<file path="src/rtl/mem_bus_pkg.sv">
// Shared definitions for the cache-side memory burst path: burst FSM
// states, line/bus geometry defaults and the op type used by the cache
// controller. The optional stall timeout is controlled by MEM_TIMEOUT_EN.
package mem_bus_pkg;

   localparam int DEF_ADDR_WIDTH     = 32;
   localparam int DEF_LINE_SIZE      = 64;
   localparam int DEF_BUS_WIDTH      = 32;
   localparam int DEF_TIMEOUT_CYCLES = 256;

   typedef enum logic [2:0] {
      ST_IDLE  = 3'd0,
      ST_CMD   = 3'd1,
      ST_WDATA = 3'd2,
      ST_RDATA = 3'd3,
      ST_DONE  = 3'd4
   } burst_state_e;

   typedef enum logic {
      OP_READ  = 1'b0,
      OP_WRITE = 1'b1
   } mem_op_e;

   // Line width in bits for a line size given in bytes.
   function automatic int line_bits(input int line_size);
      return line_size * 8;
   endfunction

   // Number of bus beats needed to move one line.
   function automatic int calc_beats(input int line_size, input int bus_width);
      return line_bits(line_size) / bus_width;
   endfunction

endpackage

</file>
<file path="src/rtl/line_serdes.sv">
// Line datapath for the burst adapter: holds the writeback line and presents
// the current beat, assembles fetched beats into the read line, and keeps the
// beat counter. Sequencing is decided by the adapter FSM.
module line_serdes #(
   parameter int LINE_BITS = 512,
   parameter int BUS_WIDTH = 32,
   parameter int BEATS     = 16
) (
   input  logic                 clk,
   input  logic                 rst_n,
   input  logic                 load_i,
   input  logic [LINE_BITS-1:0] wline_i,
   input  logic                 clr_i,
   input  logic                 wbeat_i,
   input  logic                 rbeat_i,
   input  logic [BUS_WIDTH-1:0] rdata_i,
   output logic [BUS_WIDTH-1:0] wdata_o,
   output logic [LINE_BITS-1:0] rline_o,
   output logic                 last_o
);

   localparam int CNT_W = (BEATS > 1) ? $clog2(BEATS) : 1;

   logic [CNT_W-1:0]     cnt_q;
   logic [CNT_W-1:0]     cnt_d;
   logic [LINE_BITS-1:0] wline_q;
   logic [BUS_WIDTH-1:0] wword [BEATS];

   // Beat counter: cleared at command acceptance, advanced per accepted beat.
   always_comb begin
      cnt_d = cnt_q;
      if (clr_i) begin
         cnt_d = '0;
      end else if (wbeat_i || rbeat_i) begin
         cnt_d = cnt_q + 1'b1;
      end
   end

   // Counter register.
   always_ff @(posedge clk) begin
      if (!rst_n) begin
         cnt_q <= '0;
      end else begin
         cnt_q <= cnt_d;
      end
   end

   // Writeback line is captured once when the request is accepted.
   always_ff @(posedge clk) begin
      if (!rst_n) begin
         wline_q <= '0;
      end else if (load_i) begin
         wline_q <= wline_i;
      end
   end

   // Last beat is detected by compare so the counter never relies on wrap.
   assign last_o = (cnt_q == CNT_W'(BEATS - 1));

   genvar gi;
   generate
      for (gi = 0; gi < BEATS; gi++) begin : g_beat
         logic [BUS_WIDTH-1:0] word_q;

         assign wword[gi] = wline_q[gi*BUS_WIDTH +: BUS_WIDTH];

         // Read word gi is written only when the counter points at it.
         always_ff @(posedge clk) begin
            if (!rst_n) begin
               word_q <= '0;
            end else if (rbeat_i && (cnt_q == CNT_W'(gi))) begin
               word_q <= rdata_i;
            end
         end

         assign rline_o[gi*BUS_WIDTH +: BUS_WIDTH] = word_q;
      end
   endgenerate

   // Beat 0 is the least-significant word of the line.
   assign wdata_o = wword[cnt_q];

endmodule

</file>
<file path="src/rtl/mem_line_burst_adapter.sv">
// Converts a full-line fetch/writeback request from the cache controller into
// one command handshake followed by BEATS data beats on the memory bus.
// Optional stall timeout with error completion: define MEM_TIMEOUT_EN.
module mem_line_burst_adapter
   import mem_bus_pkg::*;
#(
   parameter int ADDR_WIDTH     = DEF_ADDR_WIDTH,
   parameter int LINE_SIZE      = DEF_LINE_SIZE,
   parameter int BUS_WIDTH      = DEF_BUS_WIDTH,
   parameter int BEATS          = calc_beats(DEF_LINE_SIZE, DEF_BUS_WIDTH),
   parameter int TIMEOUT_CYCLES = DEF_TIMEOUT_CYCLES
) (
   input  logic                   clk,
   input  logic                   rst_n,
   input  logic [ADDR_WIDTH-1:0]  line_addr,
   input  logic [LINE_SIZE*8-1:0] line_wdata,
   input  logic                   line_rd_req,
   input  logic                   line_wr_req,
   output logic [LINE_SIZE*8-1:0] line_rdata,
   output logic                   line_ready,
   output logic                   line_err,
   output logic                   cmd_valid,
   input  logic                   cmd_ready,
   output logic                   cmd_write,
   output logic [ADDR_WIDTH-1:0]  cmd_addr,
   output logic                   wvalid,
   input  logic                   wready,
   output logic [BUS_WIDTH-1:0]   wdata,
   input  logic                   rvalid,
   input  logic [BUS_WIDTH-1:0]   rdata
);

   localparam int LINE_BITS = line_bits(LINE_SIZE);

   // Reject geometries the datapath cannot represent.
   generate
      if ((LINE_BITS % BUS_WIDTH) != 0 || BEATS != calc_beats(LINE_SIZE, BUS_WIDTH)
          || TIMEOUT_CYCLES < 2) begin : g_param_err
         $error("mem_line_burst_adapter: unsupported parameter combination");
      end
   endgenerate

   burst_state_e          state_q;
   mem_op_e               op_q;
   logic [ADDR_WIDTH-1:0] addr_q;
   logic                  cmd_valid_q;
   logic                  wvalid_q;
   logic                  line_ready_q;
   logic                  last_beat;
   logic                  load_line;
   logic                  clr_cnt;
   logic                  wbeat;
   logic                  rbeat;

   assign load_line = (state_q == ST_IDLE) && line_wr_req;
   assign clr_cnt   = (state_q == ST_CMD) && cmd_ready;
   assign wbeat     = (state_q == ST_WDATA) && wready;
   assign rbeat     = (state_q == ST_RDATA) && rvalid;

   line_serdes #(
      .LINE_BITS (LINE_BITS),
      .BUS_WIDTH (BUS_WIDTH),
      .BEATS     (BEATS)
   ) u_serdes (
      .clk     (clk),
      .rst_n   (rst_n),
      .load_i  (load_line),
      .wline_i (line_wdata),
      .clr_i   (clr_cnt),
      .wbeat_i (wbeat),
      .rbeat_i (rbeat),
      .rdata_i (rdata),
      .wdata_o (wdata),
      .rline_o (line_rdata),
      .last_o  (last_beat)
   );

`ifdef MEM_TIMEOUT_EN
   localparam int STALL_W = (TIMEOUT_CYCLES > 2) ? $clog2(TIMEOUT_CYCLES) : 1;

   logic [STALL_W-1:0] stall_q;
   logic               line_err_q;
   logic               any_hs;
   logic               in_burst;

   assign any_hs   = (cmd_valid_q && cmd_ready) || (wvalid_q && wready) || rbeat;
   assign in_burst = (state_q == ST_CMD) || (state_q == ST_WDATA) || (state_q == ST_RDATA);
   assign line_err = line_err_q;
`else
   assign line_err = 1'b0;
`endif

   // Burst sequencer with registered handshake and completion outputs.
   always_ff @(posedge clk) begin
      if (!rst_n) begin
         state_q      <= ST_IDLE;
         op_q         <= OP_READ;
         addr_q       <= '0;
         cmd_valid_q  <= 1'b0;
         wvalid_q     <= 1'b0;
         line_ready_q <= 1'b0;
`ifdef MEM_TIMEOUT_EN
         stall_q      <= '0;
         line_err_q   <= 1'b0;
`endif
      end else begin
         line_ready_q <= 1'b0;
         case (state_q)
            ST_IDLE: begin
               // Writeback wins when both requests are raised together.
               if (line_wr_req || line_rd_req) begin
                  op_q        <= line_wr_req ? OP_WRITE : OP_READ;
                  addr_q      <= line_addr & ~ADDR_WIDTH'(LINE_SIZE - 1);
                  cmd_valid_q <= 1'b1;
                  state_q     <= ST_CMD;
               end
            end
            ST_CMD: begin
               if (cmd_ready) begin
                  cmd_valid_q <= 1'b0;
                  if (op_q == OP_WRITE) begin
                     wvalid_q <= 1'b1;
                     state_q  <= ST_WDATA;
                  end else begin
                     state_q  <= ST_RDATA;
                  end
               end
            end
            ST_WDATA: begin
               if (wready && last_beat) begin
                  wvalid_q     <= 1'b0;
                  line_ready_q <= 1'b1;
                  state_q      <= ST_DONE;
               end
            end
            ST_RDATA: begin
               if (rvalid && last_beat) begin
                  line_ready_q <= 1'b1;
                  state_q      <= ST_DONE;
               end
            end
            ST_DONE: begin
               // No request sampling here; IDLE sees the next one a cycle later.
               state_q <= ST_IDLE;
            end
            default: begin
               state_q <= ST_IDLE;
            end
         endcase
`ifdef MEM_TIMEOUT_EN
         // Stall watchdog overrides the normal sequencing when it expires.
         line_err_q <= 1'b0;
         if ((state_q == ST_IDLE) || any_hs) begin
            stall_q <= '0;
         end else if (in_burst) begin
            if (stall_q == STALL_W'(TIMEOUT_CYCLES - 1)) begin
               stall_q      <= '0;
               cmd_valid_q  <= 1'b0;
               wvalid_q     <= 1'b0;
               line_ready_q <= 1'b1;
               line_err_q   <= 1'b1;
               state_q      <= ST_DONE;
            end else begin
               stall_q <= stall_q + 1'b1;
            end
         end
`endif
      end
   end

   assign line_ready = line_ready_q;
   assign cmd_valid  = cmd_valid_q;
   assign cmd_write  = (op_q == OP_WRITE);
   assign cmd_addr   = addr_q;
   assign wvalid     = wvalid_q;

endmodule

</file>
<file path="config.mk">
export PLATFORM = sky130hd
export DESIGN_NAME = mem_line_burst_adapter
export DESIGN_NICKNAME = d
export VERILOG_FILES = /design/src/rtl/mem_bus_pkg.sv /design/src/rtl/line_serdes.sv /design/src/rtl/mem_line_burst_adapter.sv
export SDC_FILE = /design/constraint.sdc
export NUM_CORES = 2
export LEC_CHECK = 0
export CORE_AREA = 2 2 448 450
export DETAILED_ROUTE_END_ITERATION = 7
export DIE_AREA = 0 0 450 452
export GPL_ROUTABILITY_DRIVEN = 1
export GPL_TIMING_DRIVEN = 0
export PLACE_DENSITY_LB_ADDON = 0.08
export SLEW_MARGIN = 20
export SYNTH_ARGS = -nofsm -noshare
export SYNTH_HDL_FRONTEND = slang
export SYNTH_HIERARCHICAL = 1
export SYNTH_SLANG_ARGS = --single-unit
</file>
<file path="constraint.sdc">
create_clock -name clk -period 2.8 [get_ports clk]
set_clock_uncertainty 0.1 [all_clocks]
set_input_delay 0.56 -clock clk [delete_from_list [all_inputs] [get_ports clk]]
set_output_delay 0.56 -clock clk [all_outputs]
set_load 0.02 [all_outputs]
</file>
==> qor.yml <==
status:
  status: "finished with violations"
  violations: "setup timing"
global_route:
  grt_pass1_wl_um: 326000
  grt.met3_usage: 0.0678
  grt.met2_usage: 0.432
  grt_pass1_vias: 36700
  grt_busiest_layer: "met2"
  grt_antenna_before_repair: 141
  use_met1: 0.249
  grt_max_degree: 17
  grt_usage: 0.233
  grt-ovfl-total: 0
layout:
  area_growth_pct: 46.9
  final_core_util: 0.324
  nNetsFinal: 6335
  design_area_um2: 64400
  layout-drive-gt1-share: 0.125
  layout.cells.non_filler: 8537
placement:
  hpwl_um: 196000
  dp_cells: 8216
  numPortBuffers: 1117
  placed_area_um2: 58400
  gp_congestion: 0.850
route:
  via_per_inst: 4.36
  first_iter_violations: 2172
  vias: 37300
  drtAntennaViolNets: 0
  first_pass_iters: 8
  wirelength_um: 247000
  routedWlPerCell_um: 28.9
  drc_errors: 0
setup_path:
  crit_fanout: 5
  r2r-start: "u_serdes/cnt_q[0]"
  startpoint: "u_serdes/cnt_q[0]"
  r2r_cells: 14
  worst_setup_path_start_kind: "flip-flop"
  crit_type: "reg -> out"
  regToRegSetupSlack_ns: 0.11
  cp.arrival_ns: 2.92
  cp.required_ns: 2.14
  r2r_end: "u_serdes/g_beat[2].word_q[16]"
  crit_path_end_kind: "primary output"
clock_network:
  clkSinkCount: 1061
  clkSlewWorstSetupHoldPaths_ns: 0.06
  clock_latency_ns: 0.80
  cts_buffer_depth: 3
  cts_max_level: 4
  ctsRootBufferMaster: "clkbuf_16"
  cts_tree: "done"
  cts_buffers: 139
sta:
  tightestPinTransition_ns: 1.09
  period_minus_slack_ns: 3.58
  period_share: 1.28
  fmax_ghz: 0.280
  setup-violations-final: 32
  rsz0062_at_grt: "yes"
  fin_hold_ws_ns: 0.104
  finalWorstSetupSlack_ns: -0.777
  maxSlewHeadroom: 0.276
  slew_violations: 0
  hold_viol_final: 0
synthesis:
  synth_edf_count: 0
  netlist_area_um2: 43800
  ys.flop_type: "dfxtp_1"
  synth_cell_types: 44
  ys_ff_latch: 1061
  async_reset_ff_frac: 0
  yosysTopAreaCellShare: 0.485
  ys_seq_area_frac: 0.485
  synth_area_leader_cell: "dfxtp_1"
  synth.area.top_cells: "dfxtp_1 (48%), mux2i_1 (12%), nand2_1 (9.5%), nor2b_1 (7.4%), a21boi_0 (7.0%)"
  ys_warn_count: 6
  netlist_instances: 4436
  syn_avg_cell_area_um2: 9.88
job:
  drv_cap: 0
hold_path:
  hp-start: "rdata[31]"
  hold_class: "in -> reg"
  holdPathEnd: "u_serdes/g_beat[12].word_q[31]"
  hold_depth: 3
power_and_ir_drop:
  powerDensity_nw_per_um2: 613
  p_leak_nw: 22.4
  peakVddDrop_mv: 0.668
floorplan:
  initial_utilization: 0.221
  die_w_um: 450
  rows: 164
  die_h_um: 452
  dieArea_um2: 203000
  core_um2: 199000
  io_pins: 1164
[worst max path at each step]
stage / end / slack [ns] / cells past startpoint
after floorplan: wdata[3] / 0.45 / 6
after global placement: wdata[3] / -1.69 / 7
after detailed placement: wdata[23] / -1.65 / 7
after CTS: wdata[23] / -0.94 / 7
after global routing: wdata[3] / -0.86 / 8
final: wdata[18] / -0.78 / 7
[cell usage in the layout (no fill, tap or decap), drive strengths merged, types with 2 or more instances in the layout]
| master | count |
|---|---|
| ha | 5 |
| nor4bb | 4 |
| clkdlybuf4s50 | 1082 |
| and4 | 4 |
| buf | 269 |
| conb | 7 |
| clkinvlp | 6 |
| and3 | 3 |
| dlygate4sd2 | 3 |
| nand3 | 4 |
| a21oi | 4 |
| diode | 33 |
| clkbuf | 446 |
| a22oi | 64 |
| bufinv | 5 |
| o21ai | 3 |
| nand4b | 8 |
| nor2b | 516 |
| o21a | 3 |
| and4b | 8 |
| inv | 4 |
| clkinv | 16 |
| nand4bb | 4 |
| and2 | 2 |
| dfxtp | 1061 |
| nand2 | 1110 |
| mux2i | 539 |
| mux4 | 128 |
| nor3 | 4 |
| nand2b | 2 |
| nand4 | 5 |
| a21boi | 514 |
| nor2 | 5 |
[state kept, by name (all words and copies together) (netlist names)]
name	count
u_serdes/g_beat.word_q	512
u_serdes/wline_q	512
cmd_addr	26
u_serdes/cnt_q	4
state_q	3
cmd_valid	1
cmd_write	1
line_ready	1
wvalid	1
[synth_stat cells, drive strengths merged (5+ instances only)]
master and number:
nor2b 516, buf 188, a21boi 514, and4b 8, a22oi 64, nand2 1110, nand4b 8, clkbuf 236
mux2i 539, ha 5, mux4 128, dfxtp 1061, nand4 5, nor2 5
[kinds of logic (layout without fill, tap and decap cells)]
kind of cell / count (synthesis) / after routing / synth area share
DFF: 1061 / 1061 / 0.485
buffers and inverters: 426 / 1832 / 0.0443
muxes: 667 / 667 / 0.189
and+or+nand+nor: 1682 / 1682 / 0.179
AOI/OAI and AO/OA: 592 / 592 / 0.101
adders and majority gates: 5 / 5 / 0.00143
other: 1 / 40 / 0.0000856
xor gates and xnor gates: 2 / 2 / 0.000400
[worst max-delay path: stages (launching register included)]
cell	delay, ns
dfxtp_4	0.46
buf_16	0.17
buf_12	0.14
buf_12	0.14
mux4_2	0.51
a22oi_2	0.36
nand2_1	0.15
buf_6	0.16
[final cells by class]
cell class / count / area [um^2]
Clock inverter: 29 / 343
Tap cell: 2656 / 3320
Clock buffer: 213 / 4200
Multi-Input combinational cell: 2955 / 21000
Timing Repair Buffer: 1184 / 12000
Buffer: 404 / 2180
Fill cell: 20700 / 134000
Sequential cell: 1061 / 21200
Antenna cell: 33 / 82.6
Inverter: 2 / 11.3
[power breakdown]
part	switching (mW)	total, mW	internal (mW)
logic	2.57	5.10	2.54
registers	0.393	16.2	15.8
clock network	7.41	18.2	10.8
total	10.4	39.4	29.1
[stage by stage]
stage / setup TNS (ns) / setup slack [ns] / total power [mW]
global placement: -1040.23 / -1.69 / 21.4
CTS: -26.59 / -0.936 / 40.0
finish: -21.65 / -0.777 / 39.4
floorplan: 0 / 0.453 / 19.0
detailed placement: -863.32 / -1.65 / 21.5
global route: -25.51 / -0.862 / 40.9
[layer usage]
layer / vias up / share of wire
li1: 17500 / -
met2: 1232 / 0.52
met3: 483 / 0.069
met4: 86 / 0.040
met5: - / 0.0022
met1: 18000 / 0.37
[repair_timing]
item / in CTS / in global routing
gates cloned: 5 / 3
setup buffers: 29 / 30
hold buffers: 1 / 0
endpoints found under the hold margin: 4 / 0
pin swaps: 31 / 37
resized for setup: 339 / 108
setup endpoints to repair: 997 / 318
Power figures use the tool's default switching activity.
